$ cat config.mk
export PLATFORM = sky130hd
export DESIGN_NAME = x9_sequencer_flat
export DESIGN_NICKNAME = d
export VERILOG_FILES = /design/src/rtl/x9_sequencer_if.sv /design/src/rtl/x9_sequencer.sv /design/src/flat_wrapper.sv
export SDC_FILE = /design/constraint.sdc
export NUM_CORES = 1
export LEC_CHECK = 0
export CAP_MARGIN = 25
export CELL_PAD_IN_SITES_DETAIL_PLACEMENT = 0
export CELL_PAD_IN_SITES_GLOBAL_PLACEMENT = 2
export CORE_AREA = 2 2 98 100
export DETAILED_ROUTE_END_ITERATION = 6
export DIE_AREA = 0 0 100 102
export PLACE_DENSITY_LB_ADDON = 0.25
export SYNTH_ARGS = -nofsm -noshare
export SYNTH_HDL_FRONTEND = slang
export SYNTH_SLANG_ARGS = --single-unit
$ cat constraint.sdc
create_clock -name Clk -period 4.75 [get_ports Clk]
set_input_delay 0.95 -clock Clk [delete_from_list [all_inputs] [get_ports Clk]]
set_output_delay 0.95 -clock Clk [all_outputs]
set_load 0.1 [all_outputs]
$ cat src/rtl/x9_sequencer_if.sv
// rtl/x9_sequencer_if.sv - X9 sequencer bus: ROM, datapath, memory and control strobes
// The master side is the sequencer; the slave side is the surrounding core.
interface x9_sequencer_if #(
   parameter int PCW  = 10,
   parameter int IW   = 9,
   parameter int CNTW = 16
);
   logic            Start;
   logic [PCW-1:0]  StartAddr;
   logic [PCW-1:0]  EndAddr;
   logic [IW-1:0]   InstrIn;
   logic            AluFlag;
   logic [PCW-1:0]  BranchTarget;
   logic            MemAck;
   logic [PCW-1:0]  PC;
   logic [IW-1:0]   IR;
   logic            Flag;
   logic            RegWriteEn;
   logic            WbSel;
   logic            MemReq;
   logic            MemWe;
   logic            FlagLoad;
   logic            Busy;
   logic            Done;
   logic [CNTW-1:0] InstrCount;

   modport master (
      input  Start, StartAddr, EndAddr, InstrIn, AluFlag, BranchTarget, MemAck,
      output PC, IR, Flag, RegWriteEn, WbSel, MemReq, MemWe, FlagLoad, Busy, Done, InstrCount
   );

   modport slave (
      output Start, StartAddr, EndAddr, InstrIn, AluFlag, BranchTarget, MemAck,
      input  PC, IR, Flag, RegWriteEn, WbSel, MemReq, MemWe, FlagLoad, Busy, Done, InstrCount
   );
endinterface

$ cat src/rtl/x9_sequencer.sv
// rtl/x9_sequencer.sv - multi-cycle fetch/exec/mem/wb sequencer for the X9 core
// Owns PC, IR, branch flag and the retired-instruction counter.
module x9_sequencer #(
   parameter int PCW  = 10,
   parameter int IW   = 9,
   parameter int CNTW = 16
) (
   input  logic Clk,
   input  logic Reset_n,
   x9_sequencer_if.master bus
);
   typedef enum logic [2:0] {IDLE, FETCH, EXEC, MEM, WB, DONE} state_t;

   state_t          state, state_nx;
   logic [PCW-1:0]  pc, pc_nx, pc_inc;
   logic [IW-1:0]   ir, ir_nx;
   logic            flag, flag_nx;
   logic [CNTW-1:0] cnt, cnt_nx, cnt_ret;
   logic [4:0]      op;
   logic            is_lb, is_sb, is_beq, is_bne, is_cmp;
   logic            regwrite, wbsel, memreq, memwe, flagload, busy, done;

   assign op     = ir[IW-1:IW-5];
   assign is_lb  = (op == 5'b00011);
   assign is_sb  = (op == 5'b00100);
   assign is_beq = (op == 5'b00101);
   assign is_bne = (op == 5'b00110);
   assign is_cmp = (op == 5'b01101) || (op == 5'b01110);

   assign pc_inc  = pc + PCW'(1);
   assign cnt_ret = (&cnt) ? cnt : cnt + CNTW'(1);

   always_ff @(posedge Clk or negedge Reset_n) begin
      if (!Reset_n) state <= IDLE;
      else          state <= state_nx;
   end

   always_ff @(posedge Clk or negedge Reset_n) begin
      if (!Reset_n) begin
         pc   <= '0;
         ir   <= '0;
         flag <= 1'b0;
         cnt  <= '0;
      end else begin
         pc   <= pc_nx;
         ir   <= ir_nx;
         flag <= flag_nx;
         cnt  <= cnt_nx;
      end
   end

   // Strobes decode from state and IR only; inputs steer next-state values alone.
   always_comb begin
      state_nx = state;
      pc_nx    = pc;
      ir_nx    = ir;
      flag_nx  = flag;
      cnt_nx   = cnt;
      regwrite = 1'b0;
      wbsel    = 1'b0;
      memreq   = 1'b0;
      memwe    = 1'b0;
      flagload = 1'b0;
      busy     = 1'b0;
      done     = 1'b0;
      case (state)
         IDLE, DONE: begin
            done = (state == DONE);
            if (bus.Start) begin
               pc_nx    = bus.StartAddr;
               flag_nx  = 1'b0;
               cnt_nx   = '0;
               state_nx = FETCH;
            end
         end
         FETCH: begin
            busy = 1'b1;
            if (pc == bus.EndAddr) begin
               state_nx = DONE;
            end else begin
               ir_nx    = bus.InstrIn;
               state_nx = EXEC;
            end
         end
         EXEC: begin
            busy     = 1'b1;
            flagload = is_cmp;
            if (is_cmp) begin
               flag_nx  = bus.AluFlag;
               pc_nx    = pc_inc;
               cnt_nx   = cnt_ret;
               state_nx = FETCH;
            end else if (is_beq || is_bne) begin
               pc_nx    = ((is_beq && flag) || (is_bne && !flag)) ? bus.BranchTarget : pc_inc;
               cnt_nx   = cnt_ret;
               state_nx = FETCH;
            end else if (is_lb || is_sb) begin
               state_nx = MEM;
            end else begin
               state_nx = WB;
            end
         end
         MEM: begin
            busy   = 1'b1;
            memreq = 1'b1;
            memwe  = is_sb;
            if (bus.MemAck) begin
               if (is_sb) begin
                  pc_nx    = pc_inc;
                  cnt_nx   = cnt_ret;
                  state_nx = FETCH;
               end else begin
                  state_nx = WB;
               end
            end
         end
         WB: begin
            busy     = 1'b1;
            regwrite = 1'b1;
            wbsel    = is_lb;
            pc_nx    = pc_inc;
            cnt_nx   = cnt_ret;
            state_nx = FETCH;
         end
         default: state_nx = IDLE;
      endcase
   end

   assign bus.PC         = pc;
   assign bus.IR         = ir;
   assign bus.Flag       = flag;
   assign bus.InstrCount = cnt;
   assign bus.RegWriteEn = regwrite;
   assign bus.WbSel      = wbsel;
   assign bus.MemReq     = memreq;
   assign bus.MemWe      = memwe;
   assign bus.FlagLoad   = flagload;
   assign bus.Busy       = busy;
   assign bus.Done       = done;
endmodule

$ cat src/flat_wrapper.sv
// flat-port wrapper written by rule: the top's interface ports become plain ports
module x9_sequencer_flat 
#(
   parameter int PCW  = 10,
   parameter int IW   = 9,
   parameter int CNTW = 16
)
  (Clk, Reset_n, bus_Start, bus_StartAddr, bus_EndAddr, bus_InstrIn, bus_AluFlag, bus_BranchTarget, bus_MemAck, bus_PC, bus_IR, bus_Flag, bus_RegWriteEn, bus_WbSel, bus_MemReq, bus_MemWe, bus_FlagLoad, bus_Busy, bus_Done, bus_InstrCount);
  x9_sequencer_if #(.PCW(PCW), .IW(IW), .CNTW(CNTW)) bus_i ();
  input  logic Clk;
  input  logic Reset_n;
  input wire logic [$bits(bus_i.Start)-1:0] bus_Start;
  input wire logic [$bits(bus_i.StartAddr)-1:0] bus_StartAddr;
  input wire logic [$bits(bus_i.EndAddr)-1:0] bus_EndAddr;
  input wire logic [$bits(bus_i.InstrIn)-1:0] bus_InstrIn;
  input wire logic [$bits(bus_i.AluFlag)-1:0] bus_AluFlag;
  input wire logic [$bits(bus_i.BranchTarget)-1:0] bus_BranchTarget;
  input wire logic [$bits(bus_i.MemAck)-1:0] bus_MemAck;
  output wire logic [$bits(bus_i.PC)-1:0] bus_PC;
  output wire logic [$bits(bus_i.IR)-1:0] bus_IR;
  output wire logic [$bits(bus_i.Flag)-1:0] bus_Flag;
  output wire logic [$bits(bus_i.RegWriteEn)-1:0] bus_RegWriteEn;
  output wire logic [$bits(bus_i.WbSel)-1:0] bus_WbSel;
  output wire logic [$bits(bus_i.MemReq)-1:0] bus_MemReq;
  output wire logic [$bits(bus_i.MemWe)-1:0] bus_MemWe;
  output wire logic [$bits(bus_i.FlagLoad)-1:0] bus_FlagLoad;
  output wire logic [$bits(bus_i.Busy)-1:0] bus_Busy;
  output wire logic [$bits(bus_i.Done)-1:0] bus_Done;
  output wire logic [$bits(bus_i.InstrCount)-1:0] bus_InstrCount;
  assign bus_i.Start = bus_Start;
  assign bus_i.StartAddr = bus_StartAddr;
  assign bus_i.EndAddr = bus_EndAddr;
  assign bus_i.InstrIn = bus_InstrIn;
  assign bus_i.AluFlag = bus_AluFlag;
  assign bus_i.BranchTarget = bus_BranchTarget;
  assign bus_i.MemAck = bus_MemAck;
  assign bus_PC = bus_i.PC;
  assign bus_IR = bus_i.IR;
  assign bus_Flag = bus_i.Flag;
  assign bus_RegWriteEn = bus_i.RegWriteEn;
  assign bus_WbSel = bus_i.WbSel;
  assign bus_MemReq = bus_i.MemReq;
  assign bus_MemWe = bus_i.MemWe;
  assign bus_FlagLoad = bus_i.FlagLoad;
  assign bus_Busy = bus_i.Busy;
  assign bus_Done = bus_i.Done;
  assign bus_InstrCount = bus_i.InstrCount;
  x9_sequencer #(.PCW(PCW), .IW(IW), .CNTW(CNTW)) u_core (.Clk(Clk), .Reset_n(Reset_n), .bus(bus_i));
endmodule
### Word level (Yosys, flattened, before mapping)

Cells that the tools add are included.

* input bits: 44
* word-level logic and storage cells: 74
* ROM bits: 0
* RAM bits: 0
* register bits after elaboration: 39
* memories: 0
* bits in latches: 0
* output and inout bits: 43

* order comparisons: 0
* multiply operators: 0
* shifts and indexed selects: 0
* bitwise operators: 1
* reduce and logical (&&, ||, !) cells: 17
* div/mod/pow operators: 0
* equality and inequality tests: 17
* multiplexer cells: 32
* add/subtract/negate cells: 2

Operators by type and width (count)
* 16-bit 2-to-1 mux: 6
* 16-bit case mux with 4 select lines: 1
* 10-bit 2-to-1 mux: 6
* 10-bit case mux with 4 select lines: 1
* 3-bit 2-to-1 mux: 7
* 16-bit by 1-bit adder with 16-bit output (second input constant): 1
* 16-bit AND reduction: 1
* 5-bit by 3-bit == test with 1-bit output (second input constant): 3
* 3-bit case mux with 5 select lines: 1
* 10-bit by 1-bit adder with 10-bit output (second input constant): 1
* 10-bit == test: 1
* 5-bit by 4-bit == test with 1-bit output (second input constant): 2
* 1-bit 2-to-1 mux: 9
* 3-bit by 2-bit == test with 1-bit output (second input constant): 2
* 3-bit == test (second input constant): 2
* 5-bit by 2-bit == test with 1-bit output (second input constant): 1
* 5-bit AND reduction: 1
* 1-bit logical OR: 4
* 2-bit by 1-bit != test with 1-bit output (second input constant): 2
* 2-bit != test (second input constant): 2
* 2-bit AND reduction: 2
* 4-bit nonzero test: 1
* 4-bit OR reduction: 1
* 3-bit by 1-bit == test with 1-bit output (second input constant): 1
* other kinds (9): 10

### Longest topological paths before layout

Gate-level depths: netlist (run 1).

* depth in word-level cells: 7
* gate-level depth with buffers: 8
* depth with buffers taken out: 7

### Least setup slack after synthesis (run 1)

Ideal clock, no wire load.

* path type: register to output
* from: reg u_core.ir[5] (netlist: u_core.bus.IR[5])
* to: out bus_WbSel
* cell stages (with the launch flop): 4
* data required time: 3.800 ns
* path slack: -0.358 ns
* data arrival time: 4.158 ns
* path buffers: 1
* path through: dfrtp_1 buf_4 inv_1 nor4_1

* longest elaborated chain between the ends: 2

RTL lines
* start: declaration: line x9_sequencer.sv:16 `logic [IW-1:0] ir, ir_nx;`
* start signal: assignment: line x9_sequencer.sv:46 `ir <= ir_nx;`
* 5-bit by 2-bit == test with 1-bit output: line x9_sequencer.sv:24 `assign is_lb = (op == 5'b00011);`
* 1-bit 2-to-1 mux: line x9_sequencer.sv:66 `case (state)`
* end: declaration: line flat_wrapper.sv:23 `output wire logic [$bits(bus_i.WbSel)-1:0] bus_WbSel;`

Every way passes these cells.

### Worst setup path after layout (run 1)

* from: reg u_core.state[1]
* to: out bus_FlagLoad

* longest elaborated chain between the ends: 2

RTL lines
* start: declaration: line x9_sequencer.sv:14 `state_t state, state_nx;`
* start signal: assignment: line x9_sequencer.sv:35 `else state <= state_nx;`
* 3-bit by 2-bit == test with 1-bit output: line x9_sequencer.sv:66
* 1-bit 2-to-1 mux: line x9_sequencer.sv:66
* end: declaration: line flat_wrapper.sv:26 `output wire logic [$bits(bus_i.FlagLoad)-1:0] bus_FlagLoad;`

Every way passes these cells.

==> results of run 1 <==
## kinds of logic after synthesis
| group | count (synthesis) |
|---|---|
| multiplexers | 9 |
| XOR/XNOR | 13 |
| AO/OA/AOI/OAI | 94 |
| buffers and inverters | 22 |
| adder cells (fa/ha/maj) | 2 |
| AND/OR/NAND/NOR | 104 |
| flip-flops | 39 |
## metal layers
layer	up-vias	part of all wire (%)	global-route usage [%]
li1	1235	-	-
met1	1218	46	22.4
met2	67	48	26.6
met3	5	5.0	3.15
met4	0	0.58	3.16
met5	-	0	0
## layout by cell type, fill, tap and decap left out, types with 5 or more instances in the layout
master           Yosys  routed
dfrtp_1             39      39
a221oi_1             5       5
inv_1                9       9
nor3_1               8       8
nand4_1              6       6
a31oi_1              7       7
o21ai_0             12      12
clkbuf_8             0       5
o21ai_1             23      23
clkdlybuf4s50_1      0      85
a21oi_1             14      14
nor2_1              12      12
nand3_1             13      13
mux2_2               9       9
xnor2_1             12      12
and3_1               7       7
o31ai_1              6       6
nand2_1             29      29
## how the worst max path moves through the flow
stage,startpoint,cells after the start,slack (ns),to
after detailed placement,u_core.state[1]$_DFFE_PN0P_,5,1.14,bus_FlagLoad
after floorplan,u_core.bus.IR[4]$_DFFE_PN0P_,3,0.31,bus_FlagLoad
final,u_core.state[1]$_DFFE_PN0P_,5,0.81,bus_FlagLoad
after CTS,u_core.state[1]$_DFFE_PN0P_,5,0.82,bus_FlagLoad
after global placement,u_core.state[1]$_DFFE_PN0P_,5,1.23,bus_FlagLoad
after global routing,u_core.state[1]$_DFFE_PN0P_,5,0.67,bus_FlagLoad
## worst reg2reg max path: stages, from the launching register on
cell     delay (ns)
dfrtp_1        0.56
or3b_2         0.60
nand2_1        0.45
a31oi_1        0.40
a31oi_1        0.27
o21ai_1        0.07
o31ai_1        0.07
## cell type report
type	count	area, um2
tap	111	139
sequential	39	976
inverter	9	33.8
multi-input combinational	222	1490
fill	939	5430
timing repair buffer	90	906
clock inverter	3	67.6
clock buffer	5	68.8
## state kept, by name (all words and copies together) (netlist names)
signal / count
u_core.state: 3
u_core.bus.PC: 10
u_core.bus.InstrCount: 16
u_core.bus.IR: 9
u_core.bus.Flag: 1
## report_power, final
part / total, mW / leakage, nW / internal (mW) / switching (mW)
logic: 1.83 / 0.829 / 0.545 / 1.29
registers: 0.638 / 0.501 / 0.435 / 0.203
clock network: 0.338 / 0.0644 / 0.210 / 0.128
## through the flow
| stage | setup WS, ns | hold WS, ns | instances | util, % |
|---|---|---|---|---|
| detailed placement | 1.14 | 0.499 | 470 | 38.7 |
| global placement | 1.23 | 0.491 | 469 | 38.5 |
| global route | 0.668 | 0.434 | 479 | 40.4 |
| finish | 0.811 | 0.447 | 479 | 40.4 |
| floorplan | 0.307 | 0.654 | 283 | - |
| CTS | 0.818 | 0.520 | 478 | 40.2 |
==> results.ini, run 1 <==
[run_status]
status=complete, no violations

[yosys]
synthDistinctLibCells=58
synth_top_cells_by_area=dfrtp_1, o21ai_1, nand2_1
synth.cells.most_frequent=dfrtp_1, nand2_1, o21ai_1
yosys-mux-area-fraction_pct=3.94
yosysMostFrequentCell=dfrtp_1
ys_ff_latch=39
syn_area_um2=2570
synth_edf_count=0
synth.largest_area_cell=dfrtp_1
yosysWarningCount=0
syn_nets=329
synth-xor-area-share_pct=4.43
synth_compound_gate_area_share_pct=25.6
async_reset_ff_share_pct=100
syn_area_per_cell_um2=9.09
yosysSeqAreaShare_pct=38.0
synthCells=283
synth_fa_ha_area_share_pct=0.973
yosys_most_used_dff=dfrtp_1
synth_top_area_share_pct=38.0
yosys.area_share.simple_pct=22.6
synth_top_family_by_area=compound AO/OA/AOI/OAI gates

[drt]
via_per_inst=5.27
drt-initial-drc-count=76
drt-total-wl_mm=7.99
dr.pass1.iters=4
ant_nets=0
wire_per_inst_um=16.7
remaining_drc_errors=0
vias=2525

[placement]
place.gp.congestion=0.764
port_buffers=86
placedInstanceArea_um2=3520
dpl.hpwl_mm=5.80

[timing]
rsz0062_at_grt=false
timing.fmax_mhz=254
relSlewSlack_pct=33.9
hold_viol=0
fin_tns_setup_ns=0
timing.final.crit_share_pct=82.9
period_minus_slack_ns=3.94
fin_skew_ns=0.00677
setup_violations=0
worstMarginPinSlew_ns=0.989
timing.final.max_slew_violations=0

[worst_setup_path]
path_cells=nand2b_1 > nor2_1 > nand2_1 > nor3_1 > clkdlybuf4s50_1
path_delay_family=buffers and inverters
crit_type=flip-flop to output port
reg2reg_to=u_core.bus.InstrCount[13]$_DFFE_PN0P_
r2r_start=u_core.state[0]$_DFFE_PN0P_
ff2ff_path_depth=6
cp.arrival_ns=2.99
cp.required_ns=3.80
cp-start-kind=flip-flop
r2r_setup_slack_ns=2.25
crit_slowest_cell=clkdlybuf4s50_1
critPathMaxStageDelay_ns=1.20
critPathBufInv=1
worstPathMaxFanout=13
end_kind=output port

[job]
drv_cap=0

[power_and_ir_drop]
p_leak_nw=1.39
ir_drop_v=0.000328
finalPower_mw=2.81
cellPowerDensity_nw_per_um2=764

[floorplan]
start_util_pct=28.2
die_y_um=102
die_area_um2=10200
core.rowCount=35
io_pins=87
die_w_um=100
core-area_um2=9110

[global_route]
grt_pass1_vias=2377
antenna_found_initial=0
grt_pass1_wl_mm=12.9
gr-usage-all-layers_pct=16.2
grt_max_degree=40
grt.overflow.total=0

[clocking]
clock-root-buffer=clkbuf_8
cts_tree=done
cts.sink_count=39
cts_inserted_buffers=5
h-tree-depth=2
clk_latency_ns=0.30
cts.reportedPaths.clkPinSlew_ns=0.08
cts.repair.resized=0
hold_buffers=0
cts_buffer_depth=2
post_cts_buffers=0

[layout]
fin_nets=413
drive_above_1_share_pct=10.6
syn_to_final_growth_pct=43.0
num_antenna_cells=0
stdcell_area_um2=3680

[hold_path]
hp-class=input port to asynchronous set/reset pin

No activity file was read; power rests on OpenSTA's default activity.
==> run 2: changes to the inputs <==
CORE_AREA = 2 2 101 103   (was 2 2 98 100)
DIE_AREA = 0 0 103 105   (was 0 0 100 102)
clock period = 3.68 ns   (was 4.75 ns; I/O delays follow)
==> run 2 against run 1 <==
  * Utilization is 2.6 points lower
  * Via count is 1.0% higher
  * Clock-buffer cell count is 1 higher
  * Sequential cell count unchanged
  * Global-route usage decreased by 0.24 points
  * First-iteration DRC count grew 22%
  * Sequential share of layout area is 0.26 points higher
  * Power is 24% higher
  * Non-clock buffer count grew 1
  * Design area down 0.99%
  * Die area rose by 6.0%
==> results.ini, run 2 (synthesized netlist as in run 1, its figures left out) <==
[run_status]
status=complete, no violations

[drt]
ant_nets=0  ; unchanged
wire_per_inst_um=16.6  ; -0.44%
via_per_inst=5.08  ; -3.6%
drt-initial-drc-count=93  ; +22%
drt-total-wl_mm=8.33  ; +4.3%
vias=2551  ; +1.0%
dr.pass1.iters=4  ; unchanged
remaining_drc_errors=0  ; unchanged

[global_route]
met2_usage_pct=26.8  ; +0.15 points
gr-usage-all-layers_pct=15.9  ; -0.24 points
grt_pass1_vias=2602  ; +9.5%
grt_max_degree=40  ; unchanged
top_usage_layer=met2
grt_util_met1_pct=21.6  ; -0.80 points
antenna_found_initial=0  ; unchanged
met3_usage_pct=2.27  ; -0.87 points
grt_pass1_wl_mm=13.6  ; +5.8%
grt.overflow.total=0  ; unchanged

[clocking]
clock-root-buffer=clkbuf_8
cts.reportedPaths.clkPinSlew_ns=0.08  ; about the same
hold_buffers=0  ; unchanged
cts_buffer_depth=2  ; unchanged
clk_latency_ns=0.30  ; about the same
cts_inserted_buffers=5  ; unchanged
cts_tree=done
h-tree-depth=2  ; unchanged
post_cts_buffers=0  ; unchanged
cts.sink_count=39  ; unchanged
cts.repair.resized=0  ; unchanged

[worst_setup_path]
r2r_start=u_core.bus.IR[5]$_DFFE_PN0P_
end_kind=output port
critPathCapture=bus_FlagLoad
cp-start-kind=flip-flop
cp.required_ns=2.94  ; -0.86 ns
reg2reg_to=u_core.bus.PC[1]$_DFFE_PN0P_
worstPathMaxFanout=13  ; unchanged
r2r_setup_slack_ns=1.31  ; -0.94 ns
crit_type=flip-flop to output port
cp-startpoint=u_core.state[1]$_DFFE_PN0P_
cp.arrival_ns=2.13  ; -0.86 ns
ff2ff_path_depth=6  ; unchanged

[floorplan]
io_pins=87  ; unchanged
start_util_pct=26.7  ; -1.6 points
die_y_um=105  ; +2.9%
core-area_um2=9640  ; +5.8%
core.rowCount=36  ; +2.9%
die_w_um=103  ; +3.0%
die_area_um2=10800  ; +6.0%

[placement]
port_buffers=86  ; unchanged
place.gp.congestion=0.784  ; +2.6%
dpl.hpwl_mm=6.03  ; +4.1%

[timing]
rsz0062_at_grt=false
period_minus_slack_ns=2.87
fin_tns_setup_ns=0  ; unchanged
timing.final.max_slew_violations=0  ; unchanged
setup_violations=0  ; unchanged
worstMarginPinSlew_ns=0.996  ; +0.00710 ns
relSlewSlack_pct=33.4  ; -0.47 points
fin_skew_ns=0.00864  ; +0.00187 ns
hold_viol=0  ; unchanged
timing.fmax_mhz=349
timing.final.crit_share_pct=78.0

[layout]
final_common_cell=clkdlybuf4s50_1
multi_input_area_um2=1490  ; +0.34%
fillerInstances=1026  ; +9.3%
num_antenna_cells=0  ; unchanged
register_area_um2=976  ; unchanged
syn_to_final_growth_pct=41.6
fin_util_pct=37.8  ; -2.6 points
drive_above_1_share_pct=13.6  ; +3.0 points
largest_register_ffs=16  ; unchanged
fin_nets=414  ; +0.24%
final_cell_mix=clkdlybuf4s50_1, dfrtp_1, nand2_1, o21ai_1, a21oi_1

[hold_path]
hp-class=input port to asynchronous set/reset pin

[power_and_ir_drop]
finalPower_mw=3.50  ; +24%
cellPowerDensity_nw_per_um2=960  ; +26%
ir_drop_v=0.000375  ; +14%
p_leak_nw=1.39  ; -0.11%

[job]
drv_cap=0  ; unchanged

[run 2: changes by cell type in the layout (fill, tap and decap cells not counted), sizes merged]
cell and delta:
buf +11, bufinv -2, clkinv +1, clkdlybuf4s50 -10, clkbuf +1
[run 2: cell type report]
class                   instances  area share, %
multi-input cells             222           41.0
flip-flops and latches         39           26.8
repair buffers                 91           24.4
well taps                     133           4.57
clock buffers                   6           1.99
inverters                       9          0.928
clock inverters                 2          0.344
[run 2: worst min-delay path by stage]
stage                                              end  slack, ns  depth (start not counted)
after floorplan            u_core.bus.Flag$_DFFE_PN0P_       0.44                          0
final                     u_core.bus.PC[0]$_DFFE_PN0P_       0.31                          1
after CTS                 u_core.bus.IR[0]$_DFFE_PN0P_       0.52                          1
after global routing      u_core.bus.PC[0]$_DFFE_PN0P_       0.31                          1
after global placement    u_core.bus.IR[3]$_DFFE_PN0P_       0.49                          1
after detailed placement  u_core.bus.IR[0]$_DFFE_PN0P_       0.50                          1
[run 2: worst max-delay path: stages, from the launching register on]
cell and delay (ns):
dfrtp_1 0.63, nand2b_1 0.23, nor2_1 0.34, nand2_1 0.11, nor3_2 0.18, buf_4 0.33
[run 2: where the power goes]
part / total (mW) / switching [mW] / leakage (nW) / internal (mW)
combinational: 2.37 / 1.67 / 0.850 / 0.699
clock: 0.297 / 0.164 / 0.0412 / 0.133
sequential: 0.826 / 0.265 / 0.501 / 0.562
[run 2: per-stage QoR]
step	hold WS [ns]	setup WS (ns)	area (um2)	std cells
after floorplan	0.440	-0.0553	2580	283
after global placement	0.490	1.05	3520	492
after detailed placement	0.498	1.00	3540	493
after CTS	0.518	0.811	3620	501
after global routing	0.308	0.637	3640	502
final	0.312	0.811	3640	502
[run 2: routing by layer]
layer  vias up  routed length [um]
li1       1238                   -
met1      1242                3760
met2        63                4090
met3         8                 417
met4         0                  61
met5         -                   0
==> run 3: changes to the inputs <==
clock period = 2.95 ns   (was 3.68 ns; I/O delays follow)
==> run 3 against run 2 <==
  * Sequential power increased by 20%
  * Hold slack got worse by 0.12 ns
  * Critical path type unchanged
  * Register-to-register slack got worse by 0.74 ns
  * Via count is essentially flat
  * Global-route usage shrank 0.25 points
  * Sequential cell count unchanged
  * Combinational power up 30%
  * Die area stayed put
  * Clock skew is 0.0054 ns higher
  * Non-clock buffer count increased by 6
  * Setup slack got worse by 0.51 ns
  * Sequential share of layout area is 0.21 points lower
==> results.ini, run 3 (synthesized netlist as in run 1, its figures left out) <==
[floorplan]
die_w_um=103  ; unchanged
start_util_pct=26.7  ; unchanged
io_pins=87  ; unchanged
core.rowCount=36  ; unchanged
core-area_um2=9640  ; unchanged
die_y_um=105  ; unchanged
die_area_um2=10800  ; unchanged

[timing]
fin_skew_ns=0.0141  ; +0.00542 ns
setup_ws_ns=0.305  ; -0.506 ns
relSlewSlack_pct=50.9  ; +18 points
timing.fmax_mhz=378
fin_tns_setup_ns=0  ; unchanged
rsz0062_at_grt=false
worstMarginPinSlew_ns=0.729  ; -0.266 ns
period_minus_slack_ns=2.65
timing.final.max_slew_violations=0  ; unchanged
hold_viol=0  ; unchanged
timing.final.crit_share_pct=89.7
setup_violations=0  ; unchanged

[worst_setup_path]
cp.required_ns=2.36  ; -0.58 ns
reg2reg_to=u_core.bus.InstrCount[14]$_DFFE_PN0P_
worstPathMaxFanout=16  ; +3
cp-start-kind=flip-flop
r2r_start=u_core.bus.IR[7]$_DFFE_PN0P_
crit_type=flip-flop to output port
cp.arrival_ns=2.06  ; -0.07 ns
end_kind=output port
r2r_setup_slack_ns=0.57  ; -0.74 ns
ff2ff_path_depth=7  ; +1

[global_route]
grt_pass1_vias=2526  ; -2.9%
grt_max_degree=18  ; -55%
grt.overflow.total=0  ; unchanged
grt_pass1_wl_mm=13.5  ; -1.0%
gr-usage-all-layers_pct=15.7  ; -0.25 points
antenna_found_initial=0  ; unchanged

[power_and_ir_drop]
intPower_mw=1.89  ; +36%
switchingPower_mw=2.66  ; +26%
pwr-share-clk_pct=10.5  ; +2.0 points
power_frac_comb_pct=67.6  ; -0.3 points
p_leak_nw=1.51  ; +8.2%
finalPower_mw=4.55  ; +30%
p_seq_share_pct=21.9  ; -1.7 points
cellPowerDensity_nw_per_um2=1230  ; +28%
ir_drop_v=0.000566  ; +51%
swShare_pct=58.4  ; -1.7 points

[clocking]
h-tree-depth=2  ; unchanged
post_cts_buffers=0  ; unchanged
hold_buffers=0  ; unchanged
clk_latency_ns=0.30  ; about the same
cts.reportedPaths.clkPinSlew_ns=0.09  ; about the same
cts_inserted_buffers=5  ; unchanged
cts.repair.resized=0  ; unchanged
cts.sink_count=39  ; unchanged
cts_tree=done
clock-root-buffer=clkbuf_8
cts_buffer_depth=2  ; unchanged

[hold_path]
hp-class=input port to asynchronous set/reset pin

[placement]
port_buffers=86  ; unchanged
dpl.hpwl_mm=6.08  ; +0.68%
place.gp.congestion=0.750  ; -4.3%
pre_cts_slack_ns=0.501  ; -0.501 ns
placedInstanceArea_um2=3590  ; +1.7%
placedCellCount=500  ; +1.4%

[layout]
num_antenna_cells=0  ; unchanged
final_common_cell=buf_4
drive_above_1_share_pct=25.1  ; +12 points
stdcell_count=508  ; +1.2%
final_cell_mix=buf_4, clkdlybuf4s50_1, dfrtp_1, nand2_1, o21ai_1
syn_to_final_growth_pct=44.4
fin_nets=420  ; +1.4%
largest_register_ffs=16  ; unchanged
stdcell_area_um2=3710  ; +2.0%

[drt]
drt-total-wl_mm=8.32  ; -0.19%
drt-initial-drc-count=118  ; +27%
wire_per_inst_um=16.4  ; -1.4%
dr.pass1.iters=4  ; unchanged
vias=2549  ; -0.078%
via_per_inst=5.02  ; -1.3%
ant_nets=0  ; unchanged
remaining_drc_errors=0  ; unchanged

[job]
drv_cap=0  ; unchanged

[run_status]
status=complete, no violations

-- run 3: cell count changes in the layout (fill, tap and decap cells not counted), moves of 3 or more --
| cell | previous run | this run |
|---|---|---|
| buf_4 | 13 | 49 |
| clkdlybuf4s50_1 | 75 | 42 |
| dfrtp_1 | 39 | 36 |
| dfrtp_4 | 0 | 3 |
| buf_12 | 1 | 4 |
-- run 3: area by class of cell --
class                           instances  area (um2)
Clock buffer                            6        82.6
Clock inverter                          2        35.0
Fill cell                            1034        5930
Inverter                                9        33.8
Multi-Input combinational cell        222        1520
Sequential cell                        39         987
Tap cell                              133         166
Timing Repair Buffer                   97         888
-- run 3: stage by stage --
| stage | util (%) | hold WS [ns] |
|---|---|---|
| final | 38.5 | 0.191 |
| after global routing | 38.5 | 0.198 |
| after CTS | 38.5 | 0.191 |
| after detailed placement | 37.3 | 0.500 |
| after global placement | 37.1 | 0.501 |
| after floorplan | - | 0.294 |
-- run 3: power groups by stage --
stage          clock, mW  combinational (mW)  sequential [mW]
5_1_grt            0.517                3.28             1.03
6_report           0.479                3.07            0.995
3_5_place_dp           0                3.09             1.00
4_1_cts            0.501                3.10            0.992
2_1_floorplan          0                1.44             1.93
3_3_place_gp           0                3.06             1.01
-- run 3: per-layer routing --
metal	share of wire, %	global-route usage, %
met1	46	22.1
met2	47	24.9
met3	6.7	3.28
met4	0.61	2.82
met5	0	0
-- run 3: how the worst max path moves through the flow --
stage                                             from                               endpoint  cells past startpoint
after floorplan           u_core.bus.IR[7]$_DFFE_PN0P_   u_core.bus.InstrCount[8]$_DFFE_PN0P_                      7
after global placement                      bus_MemAck  u_core.bus.InstrCount[14]$_DFFE_PN0P_                      8
after detailed placement                    bus_MemAck  u_core.bus.InstrCount[14]$_DFFE_PN0P_                      9
after CTS                  u_core.state[0]$_DFFE_PN0P_                              bus_WbSel                      3
after global routing       u_core.state[2]$_DFFE_PN0P_                           bus_FlagLoad                      5
final                      u_core.state[0]$_DFFE_PN0P_                              bus_WbSel                      3
-- run 3: worst max-delay path, cell delays in order (launching register included) --
cell and delay [ns]:
dfrtp_1 0.58, or3b_2 0.64, nor4_4 0.32, buf_12 0.22
